$ cat src/rtl/neuron_mac.sv
// neuron_mac: serial multiply-accumulate neuron stage feeding the activation unit.
// Accepts NIN (input, weight) pairs one per handshake and sums their signed
// products at full width. It then adds a bias that is captured with the first
// pair. The sum is rescaled by FRAC (FXP only) and saturated to PREC bits.
// Ports:
//   clk, reset           clock, asynchronous active-high reset
//   in_valid / in_ready  input pair handshake (in_ready depends on state only)
//   in_data, in_weight   signed operands, PREC bits
//   bias                 signed bias, sampled on pair 0 of each evaluation
//   out_valid/out_ready  result handshake
//   out_data             registered, saturated pre-activation value
//   out_ovf              result was clamped (qualified by out_valid)

package neuron_mac_pkg;
    typedef enum logic [1:0] {
        DT_BOOL = 2'd0,
        DT_INT  = 2'd1,
        DT_FXP  = 2'd2,
        DT_FP   = 2'd3
    } dtype_e;

    typedef struct packed {
        dtype_e     dtype;
        logic [7:0] prec;
    } dconf_t;
endpackage

`ifndef DEF_DCONF
`define DEF_DCONF '{dtype: neuron_mac_pkg::DT_INT, prec: 8'd8}
`endif

module neuron_mac
    import neuron_mac_pkg::*;
#(
    parameter dconf_t CONF = `DEF_DCONF,
    parameter int     PREC = int'(CONF.prec),
    parameter int     NIN  = 4,
    parameter int     FRAC = PREC / 2,
    parameter int     ACCW = 2 * PREC + $clog2(NIN + 1)
) (
    input  logic            clk,
    input  logic            reset,
    input  logic            in_valid,
    output logic            in_ready,
    input  logic [PREC-1:0] in_data,
    input  logic [PREC-1:0] in_weight,
    input  logic [PREC-1:0] bias,
    output logic            out_valid,
    input  logic            out_ready,
    output logic [PREC-1:0] out_data,
    output logic            out_ovf
);
    // Integer mode uses no fractional scaling.
    localparam int SH = (CONF.dtype == DT_FXP) ? FRAC : 0;
    localparam int PW = 2 * PREC;
    localparam int CW = (NIN > 1) ? $clog2(NIN) : 1;
    // One spare bit so that adding the shifted bias can never wrap.
    localparam int SW = ACCW + 1;
    localparam logic [CW-1:0] LAST = CW'(NIN - 1);
    localparam logic signed [SW-1:0] SAT_MAX = SW'((64'sd1 <<< (PREC - 1)) - 64'sd1);
    localparam logic signed [SW-1:0] SAT_MIN = ~SAT_MAX;

    if (!((CONF.dtype == DT_INT) || (CONF.dtype == DT_FXP))) begin : g_bad_dtype
        $error("neuron_mac: only INT and FXP datapaths are supported");
    end
    if (NIN < 1) begin : g_bad_nin
        $error("neuron_mac: NIN must be at least 1");
    end

    typedef enum logic [1:0] {
        ST_ACC = 2'd0,
        ST_FIN = 2'd1,
        ST_OUT = 2'd2
    } state_t;

    state_t                   state;
    logic [CW-1:0]            count;
    logic signed [ACCW-1:0]   acc;
    logic signed [PREC-1:0]   bias_r;

    logic signed [PW-1:0]     prod;
    logic signed [ACCW-1:0]   prod_ext;
    logic signed [SW-1:0]     sum;
    logic signed [SW-1:0]     res;
    logic [PREC-1:0]          sat_data;
    logic                     sat_ovf;

    // Full-width signed product, sign-extended to the accumulator width.
    assign prod     = PW'($signed(in_data)) * PW'($signed(in_weight));
    assign prod_ext = ACCW'(prod);

    // Bias is aligned to the product's binary point before the rescale; the
    // arithmetic right shift gives floor rounding.
    assign sum = SW'(acc) + (SW'(bias_r) <<< SH);
    assign res = sum >>> SH;

    // Clamp the rescaled sum to the PREC-bit signed range and flag clamping.
    always_comb begin
        sat_data = res[PREC-1:0];
        sat_ovf  = 1'b0;
        if (res > SAT_MAX) begin
            sat_data = SAT_MAX[PREC-1:0];
            sat_ovf  = 1'b1;
        end else if (res < SAT_MIN) begin
            sat_data = SAT_MIN[PREC-1:0];
            sat_ovf  = 1'b1;
        end else begin
            sat_data = res[PREC-1:0];
            sat_ovf  = 1'b0;
        end
    end

    // Control FSM with accumulator, bias capture and registered outputs.
    always_ff @(posedge clk or posedge reset) begin
        if (reset) begin
            state     <= ST_ACC;
            count     <= '0;
            acc       <= '0;
            bias_r    <= '0;
            in_ready  <= 1'b1;
            out_valid <= 1'b0;
            out_data  <= '0;
            out_ovf   <= 1'b0;
        end else begin
            case (state)
                ST_ACC: begin
                    // in_ready is high in this state, so in_valid alone means transfer.
                    if (in_valid) begin
                        if (count == '0) begin
                            acc    <= prod_ext;
                            bias_r <= $signed(bias);
                        end else begin
                            acc <= acc + prod_ext;
                        end
                        if (count == LAST) begin
                            state    <= ST_FIN;
                            in_ready <= 1'b0;
                        end else begin
                            count <= count + CW'(1);
                        end
                    end
                end
                ST_FIN: begin
                    out_data  <= sat_data;
                    out_ovf   <= sat_ovf;
                    out_valid <= 1'b1;
                    state     <= ST_OUT;
                end
                ST_OUT: begin
                    if (out_ready) begin
                        out_valid <= 1'b0;
                        count     <= '0;
                        acc       <= '0;
                        in_ready  <= 1'b1;
                        state     <= ST_ACC;
                    end
                end
                default: begin
                    state     <= ST_ACC;
                    count     <= '0;
                    acc       <= '0;
                    in_ready  <= 1'b1;
                    out_valid <= 1'b0;
                end
            endcase
        end
    end

endmodule

$ cat config.mk
export PLATFORM = sky130hd
export DESIGN_NAME = neuron_mac
export DESIGN_NICKNAME = d
export VERILOG_FILES = /design/src/rtl/neuron_mac.sv
export SDC_FILE = /design/constraint.sdc
export NUM_CORES = 1
export LEC_CHECK = 0
export ABC_AREA = 1
export BUFFER_PORTS_ARGS = -buffer_cell sky130_fd_sc_hd__buf_2
export CAP_MARGIN = 20
export CORE_ASPECT_RATIO = 0.7
export CORE_MARGIN = 2
export CORE_UTILIZATION = 40
export DETAILED_ROUTE_END_ITERATION = 12
export PLACE_DENSITY = 0.54
export SETUP_SLACK_MARGIN = 0.15
export SYNTH_ARGS = -nofsm -noshare
export SYNTH_HDL_FRONTEND = slang
export SYNTH_SLANG_ARGS = --single-unit
$ cat constraint.sdc
create_clock -name clk -period 4.6 [get_ports clk]
set_input_delay 0.23 -clock clk [delete_from_list [all_inputs] [get_ports clk]]
set_output_delay 0.23 -clock clk [all_outputs]
set_load 0.02 [all_outputs]
After elaboration in Yosys (flattened, before gate mapping):

Index checks and enable logic that the tools add are counted.
W data, S select, Z words.

* register bits: 42
* latch bits: 0
* bits in writable memories: 0
* bits in read-only memories: 0
* bits of input ports: 28
* output and inout bits: 11
* word-level logic and storage cells: 52
* memories: 0

* $add $sub $neg: 3
* $mul: 1
* divide/modulo/power cells: 0
* $lt $le $gt $ge: 2
* equal/unequal tests: 7
* shift operators: 0
* muxes and demuxes: 21
* bitwise operators: 2
* reduce and logical (&&, ||, !) cells: 8

Operators by type and width (count)
* $mux W19: 3
* $pmux W19 S3: 1
* $add A19 B8 Y20: 1
* $gt A20 B8 Y1 const B: 1
* $lt A20 B8 Y1 const B: 1
* $add A19 B16 Y19: 1
* $mul A8 B8 Y16: 1
* $mux W8: 2
* $pmux W2 S3: 2
* $mux W2: 5
* $reduce_and A3 Y1: 3
* $ne A2 B2 Y1 const B: 4
* $reduce_and A4 Y1: 2
* $mux W1: 6
* $pmux W1 S3: 2
* $eq A2 B2 Y1 const B: 2
* $logic_not A2 Y1: 2
* $add A2 B1 Y2 const B: 1
* $eq A2 B1 Y1 const B: 1
* $not A1 Y1: 2
* $reduce_and A2 Y1: 1

Depth between registers and ports, before layout:

Gate-level depths: netlist (run 1).

* depth in word-level cells: 5
* mapped depth: 31
* depth with buffers taken out: 30

Worst setup path before layout (run 1):

Ideal clock, no wire load.

* kind: input to register
* start: in in_data[0]
* end: reg acc[18]
* library setup time: 0.127 ns
* arrival: 5.390 ns
* data required time: 4.473 ns
* slack: -0.918 ns
* stages on the path: 28
* buffers on the path: 1
* cells stage by stage: clkbuf_1 > or2_2 > fa_1 > fa_1 > inv_1 > fa_1 > inv_1 > fa_1 > inv_1 > ha_1 > nand2_1 > inv_1 > a21boi_0 > o21ai_0 > a31oi_1 > xor2_1 > inv_1 > ha_1 > nand2_1 > inv_1 > a21oi_1 > nor2_1 > a211oi_1 > nand2_1 > nand2_1 > nand3_1 > o21ai_0 > o21ai_0

* word-level cells in the longest chain between the ends: 5

Ends and longest elaborated chain
* start, declared: line 45 `input logic [PREC-1:0] in_data,`
* $mul A8 B8 Y16 *: line 89 `assign prod = PW'($signed(in_data)) * PW'($signed(in_weight));`
* $add A19 B16 Y19: line 133 `acc <= acc + prod_ext;`
* $mux W19 *: line 129 `if (count == '0) begin`
* $mux W19 *: line 128 `if (in_valid) begin`
* $pmux W19 S3 *: line 125 `case (state)`
* end signal, assigned: line 130 `acc <= prod_ext;`
* end signal, assigned: line 133
* end, declared: line 78 `logic signed [ACCW-1:0] acc;`

Mark *: on every way between the ends. The rest lies on a longest branch, timed or not. The select of a mux whose other input is x is not followed.
A chain may end at the register's enable or synchronous reset.

Final worst setup path (run 1):

* start: in in_data[7]
* end: reg acc[17]

The elaborated chain is that of the path after synthesis.

==> results by group, run 1 <==
Critical path
  • Arr. time, crit path: 5.35 ns
  • Critical R2R Launch: bias_r[7]$_DFFE_PP0P_
  • Required time of the critical path: 4.78 ns
  • CP startpoint kind: input port
  • Worst Setup SP: in_data[7]
  • Crit Path Category: input port to register
  • Critical path peak fanout: 5
  • Reg2reg path depth: 13
  • Most used cell, CP: nand2_2
  • CP peak stage delay: 0.59 ns
  • Slowest CP cell: fa_2
  • Endpoint class of the critical path: register

Die
  • # IOs: 39
  • Die W: 159 um
  • Die Area: 0.0180 mm2
  • Die Height: 113 um
  • Core area: 0.0164 mm2
  • Core Rows: 39
  • Initial Utilization: 41.1%

Timing
  • Count of final max-slew check failures: 0
  • Final min period: 5.17 ns
  • RSZ-0062 raised after global routing: yes
  • Slew margin rel.: 32.5%
  • Final Hold Fails: 0
  • Slew at the pin closest to its max-slew limit: 1.01 ns
  • Final setup margin: -0.569 ns
  • Final setup violation count: 10
  • Max Clock Skew: 0.00690 ns
  • Tcrit/Tclk final: 112%
  • Fmax: 193 MHz

Clock network
  • Clock buffer count from CTS: 5
  • Clk_lat worst skew: 0.30 ns
  • H-tree Lvls: 2
  • Clk slew on worst S/H paths: 0.07 ns
  • Root Buffer: clkbuf_16
  • # clock sinks: 42
  • CTS tree: done
  • Clk buf depth: 2

Global routing
  • Largest net degree at the start of global routing: 43
  • Grt total ovfl: 0
  • Vias in the first global route: 6,192
  • Tot GR Track Use: 21.7%
  • First-pass GRT wire length: 31.2 mm
  • Initial antenna violation count: 0

Worst hold path
  • HP Class: input port to async pin

Routing
  • Max layer used: met4
  • Initial DRC Count: 401
  • WL met1: 11.0 mm
  • Drt first pass iters: 7
  • Via-per-instance ratio: 4.74
  • Met2 Routed Length: 7.09 mm
  • Detailed-routed wire length on met3: 1.01 mm
  • Routed wire length: 19.2 mm
  • Routed length per instance: 14.0 um
  • DRC violations left: 0
  • Via count of the routed design: 6,487
  • DRT antenna net count: 0

Cells and area
  • Total Nets Final: 1,297
  • Fin area: 0.00927 mm2
  • # diodes: 0
  • Filler Cell Count: 1,569
  • Final core utilization: 56.4%
  • Fraction of layout cells with a size suffix above 1: 32.1%
  • Layout overhead on the synthesized area: 37.2%

Synth
  • Seq/Total Area, Yosys: 15.6%
  • EDFF count, synth: 0
  • Top cell type's share of synthesized area: 16.9%
  • Synth Register Bits: 42
  • Area contributors post-synth: fa_1 17%, dfrtp_1 15%, nand2_1 14%
  • Avg Inst Size Synth: 6.91 um2
  • Post-Syn Nets: 1,131
  • Async set or reset register ratio after synthesis: 100%
  • Cell variety after synth: 45
  • Synth area leader: fa_1
  • Dominant synthesized flop cell: dfrtp_1
  • Gate Count Post-Synth: 978
  • Synth Cell Area: 0.00676 mm2
  • Yosys Warn Count: 0

Place
  • Placed wire-length estimate: 15.5 mm
  • Placed Area: 0.00818 mm2
  • Pre-CTS WS: -0.902 ns
  • Placer Congestion: 0.915
  • # port buffers: 38

Outcome
  • Status: finished with violations
  • Failing checks: negative setup slack

Flow run
  • Max Cap Viol: 0
sequential cells by signal, summed over array words and instances, names as in the netlist:
signal     flops
state          2
out_data       8
acc           19
out_valid      1
bias_r         8
count          2
in_ready       1
out_ovf        1
placed cells by master, fill, tap and decap left out, drive strengths merged, types with 2 or more instances in the layout:
master	Yosys	final
a31oi	3	3
fa	57	57
o211ai	7	7
nand2	275	275
a211oi	3	3
a21o	3	3
clkbuf	20	5
o21bai	3	3
xor2	20	20
or2	7	7
a311oi	2	2
o21ai	35	35
clkinv	1	3
inv	219	219
nand3b	7	7
a21oi	58	58
dfrtp	41	41
nand4	8	8
xnor2	9	9
nor3	10	10
a32o	3	3
nand3	49	49
nor2	61	61
ha	68	68
buf	2	181
cell families after synthesis:
logic type                 count (synthesis)  share of synthesized area, %
AOI/OAI and AO/OA                        123                          11.1
and+or+nand+nor                          417                          26.4
DFF                                       42                          15.6
adders and majority gates                125                          29.5
buffers and inverters                    242                          13.5
xor gates and xnor gates                  29                          4.04
Yosys cell counts (all sizes together), types with 8 or more instances:
library cell and number:
nand2 275, inv 219, fa 57, ha 68, a21oi 58, dfrtp 41
nand3 49, nor3 10, nand4 8, o21ai 35, xnor2 9, clkbuf 20
nor2 61, xor2 20
repair_timing:
| item | in CTS | in global routing |
|---|---|---|
| pin swaps | 45 | 35 |
| resized for setup | 99 | 56 |
| buffers inserted | 30 | 11 |
| gates cloned | 0 | 0 |
| hold buffers | 0 | 0 |
| endpoints found under the setup margin | 11 | 12 |
metal layers:
metal,GRT usage (%),vias up
li1,-,3360
met2,29.0,132
met3,3.37,7
met5,0,-
met1,37.0,2988
met4,2.06,0
critical path: cells and delay by family:
| family | cells | cell delay, ns |
|---|---|---|
| fa+ha+maj | 6 | 2.59 |
| compound gates | 2 | 0.35 |
| simple gates | 12 | 1.36 |
| xor+xnor | 1 | 0.19 |
| buf+inv | 9 | 0.63 |
layout make-up:
class / count / area, um2 / share of cell area [%]
sequential: 42 / 1050 / 11.4
clock buffer: 5 / 125 / 1.35
clock inverter: 3 / 21.3 / 0.229
multi-input combinational: 694 / 5560 / 60.0
inverter: 220 / 838 / 9.04
tap: 225 / 282 / 3.04
timing repair buffer: 181 / 1390 / 15.0
final timing paths:
kind,endpoint,slack [ns]
max,acc[17]$_DFFE_PP0P_,-0.57
min,out_data[7]$_DFFE_PP0P_,0.13
max reg2reg,out_data[1]$_DFFE_PP0P_,1.70
min reg2reg,in_ready$_DFFE_PP1P_,0.46
max in group asynchronous,acc[16]$_DFFE_PP0P_,3.90
min in group clk,bias_r[2]$_DFFE_PP0P_,0.13
metrics by stage:
step | setup TNS [ns] | hold WS [ns] | instances
finish | -3.00 | 0.128 | 1370
CTS | -2.47 | 0.132 | 1359
detailed placement | -7.37 | 0.439 | 1321
global placement | -7.04 | 0.436 | 1321
floorplan | -1.61 | 0.347 | 978
global route | -5.20 | 0.137 | 1370
Power of run 1 is left out: the tool's default activity adds up to more than one toggle a clock period on the data nets, which glitch-free logic cannot reach.
==> run 2: changes to the inputs <==
--- a/config.mk
+++ b/config.mk
@@ -13,6 +13,7 @@
 export CORE_UTILIZATION = 40
 export DETAILED_ROUTE_END_ITERATION = 12
 export PLACE_DENSITY = 0.54
+export REMOVE_ABC_BUFFERS = 1
 export SETUP_SLACK_MARGIN = 0.15
 export SYNTH_ARGS = -nofsm -noshare
 export SYNTH_HDL_FRONTEND = slang
==> run 2 against run 1 <==
Effect of this change: die area is the same; worst hold slack gained 0.0056 ns; critical endpoint is now acc[18]$_DFFE_PP0P_; maximum frequency grew 3.7%; non-clock buffer count shrank 9; cell count shrank 0.66%; the flow still finishes with violations (negative setup slack); critical path depth shrank 4; critical path type unchanged; flip-flop and latch count is the same; utilization shrank 1.4 points; highest routed layer unchanged.
==> results by group, run 2 (synthesized netlist as in run 1, its figures left out) <==
Clock network
  • Clk slew on worst S/H paths: 0.07 ns (about the same)
  • Clock buffer count from CTS: 5 (unchanged)
  • CTS tree: done
  • H-tree Lvls: 2 (unchanged)
  • # clock sinks: 42 (unchanged)
  • Clk_lat worst skew: 0.29 ns (about the same)
  • Root Buffer: clkbuf_16
  • Clk buf depth: 2 (unchanged)

Timing
  • Final min period: 4.99 ns (-0.183 ns)
  • Tcrit/Tclk final: 108% (-4.0 points)
  • Count of final max-slew check failures: 0 (unchanged)
  • Final Hold Fails: 0 (unchanged)
  • RSZ-0062 raised after global routing: yes
  • Slew at the pin closest to its max-slew limit: 0.833 ns (-0.175 ns)
  • Max Clock Skew: 0.00523 ns (-0.00167 ns)
  • Slew margin rel.: 44.0% (+11 points)
  • Final setup margin: -0.386 ns (+0.183 ns)
  • Post-Route Hold Slack: 0.134 ns (+0.00556 ns)
  • Final setup violation count: 10 (unchanged)
  • Fmax: 201 MHz (+3.7%)
  • Fin Setup TNS: -2.85 ns (+0.153 ns)

Critical path
  • FF-to-FF setup slack: 1.72 ns (+0.02 ns)
  • Crit Path Category: input port to register
  • Endpoint class of the critical path: register
  • Arr. time, crit path: 5.16 ns (-0.19 ns)
  • Required time of the critical path: 4.77 ns (about the same)
  • Critical path peak fanout: 6 (+1)
  • CP peak stage delay: 0.58 ns (about the same)
  • Slowest CP cell: fa_1
  • CP startpoint kind: input port

Die
  • Die Height: 113 um (unchanged)
  • Core area: 0.0164 mm2 (unchanged)
  • Initial Utilization: 41.1% (unchanged)
  • Die W: 159 um (unchanged)
  • Die Area: 0.0180 mm2 (unchanged)
  • Core Rows: 39 (unchanged)
  • # IOs: 39 (unchanged)

Outcome
  • Status: finished with violations
  • Failing checks: negative setup slack

Routing
  • DRC violations left: 0 (unchanged)
  • Via count of the routed design: 6,523 (+0.55%)
  • Routed wire length: 19.7 mm (+2.6%)
  • Via-per-instance ratio: 4.79 (+1.2%)
  • DRT antenna net count: 0 (unchanged)
  • Routed length per instance: 14.5 um (+3.2%)
  • Drt first pass iters: 5 (-2)
  • Initial DRC Count: 449 (+12%)

Global routing
  • Initial antenna violation count: 0 (unchanged)
  • First-pass GRT wire length: 32.2 mm (+3.0%)
  • Grt total ovfl: 0 (unchanged)
  • Vias in the first global route: 6,251 (+0.95%)
  • Largest net degree at the start of global routing: 43 (unchanged)
  • Tot GR Track Use: 22.4% (+0.67 points)

Place
  • # port buffers: 38 (unchanged)
  • Placer Congestion: 0.928 (+1.5%)
  • Placed wire-length estimate: 15.7 mm (+1.0%)

Cells and area
  • Commonest non-fill, non-tap cell in the layout: nand2_1
  • Max reg flops: 19 (unchanged)
  • Fraction of layout cells with a size suffix above 1: 29.7% (-2.4 points)
  • Final core utilization: 55.0% (-1.4 points)
  • # diodes: 0 (unchanged)
  • Filler Cell Count: 1,600 (+2.0%)
  • Most frequent cells in the layout: 244 x nand2_1, 189 x inv_1, 126 x buf_4, 53 x fa_1, 49 x ha_1
  • Reg with most FFs: acc
  • Total Nets Final: 1,288 (-0.69%)
  • Biggest regs: acc: 19 flops, bias_r: 8 flops, out_data: 8 flops
  • Layout overhead on the synthesized area: 33.9%

Worst hold path
  • HP Class: input port to register

Flow run
  • Max Cap Viol: 0 (unchanged)
-- run 2: cell types whose count changed in the layout (fill, tap and decap cells not counted), sizes merged --
cell,before,now
buf,181,171
bufinv,0,1
clkbuf,5,6
clkinv,3,1
dlygate4sd3,0,1
-- run 2: path summary, 6_finish.rpt --
| path | start | to | cells after the start |
|---|---|---|---|
| worst max-delay path | in_weight[4] | acc[18]$_DFFE_PP0P_ | 26 |
| worst min-delay path | bias[0] | bias_r[0]$_DFFE_PP0P_ | 3 |
| worst max register to register | bias_r[7]$_DFFE_PP0P_ | out_data[2]$_DFFE_PP0P_ | 13 |
| worst min register to register | in_ready$_DFFE_PP1P_ | in_ready$_DFFE_PP1P_ | 2 |
| max in group asynchronous | reset | in_ready$_DFFE_PP1P_ | 4 |
| min in group asynchronous | reset | out_data[1]$_DFFE_PP0P_ | 3 |
-- run 2: layer usage --
| layer | GRT usage (%) | vias up | part of all wire [%] |
|---|---|---|---|
| li1 | - | 3330 | - |
| met2 | 30.2 | 141 | 37 |
| met3 | 3.26 | 12 | 5.4 |
| met5 | 0 | - | 0 |
| met4 | 2.06 | 0 | 0.58 |
| met1 | 38.1 | 3040 | 57 |
-- run 2: critical path, delay by kind of cell --
family | cells | cell delay, ns
xor gates and xnor gates | 1 | 0.24
adders and majority gates | 6 | 2.70
and+or+nand+nor | 8 | 0.64
AOI/OAI and AO/OA | 5 | 0.73
buffers and inverters | 6 | 0.61
-- run 2: area by class of cell --
cell class | instances | area (um2) | share of cell area (%)
clock buffers | 6 | 129 | 1.42
clock inverters | 2 | 37.5 | 0.415
inverters | 220 | 828 | 9.16
multi-input cells | 694 | 5400 | 59.7
flip-flops and latches | 42 | 1050 | 11.6
well taps | 225 | 282 | 3.11
repair buffers | 172 | 1320 | 14.5
-- run 2: per-stage QoR --
stage / cells / cell area [um2] / setup WS (ns)
2_1_floorplan: 956 / 6670 / -0.826
4_1_cts: 1354 / 8810 / -0.390
3_3_place_gp: 1329 / 7970 / -1.10
3_5_place_dp: 1329 / 7970 / -1.20
6_report: 1361 / 9050 / -0.386
5_1_grt: 1361 / 9050 / -0.754
-- run 2: timing repair --
item,CTS,global route
buffers inserted,17,5
hold endpoints to repair,0,12
hold buffers,0,1
pin swaps,74,44
setup endpoints to repair,11,13
resized for setup,135,43
Power of run 2 is left out for the same reason.
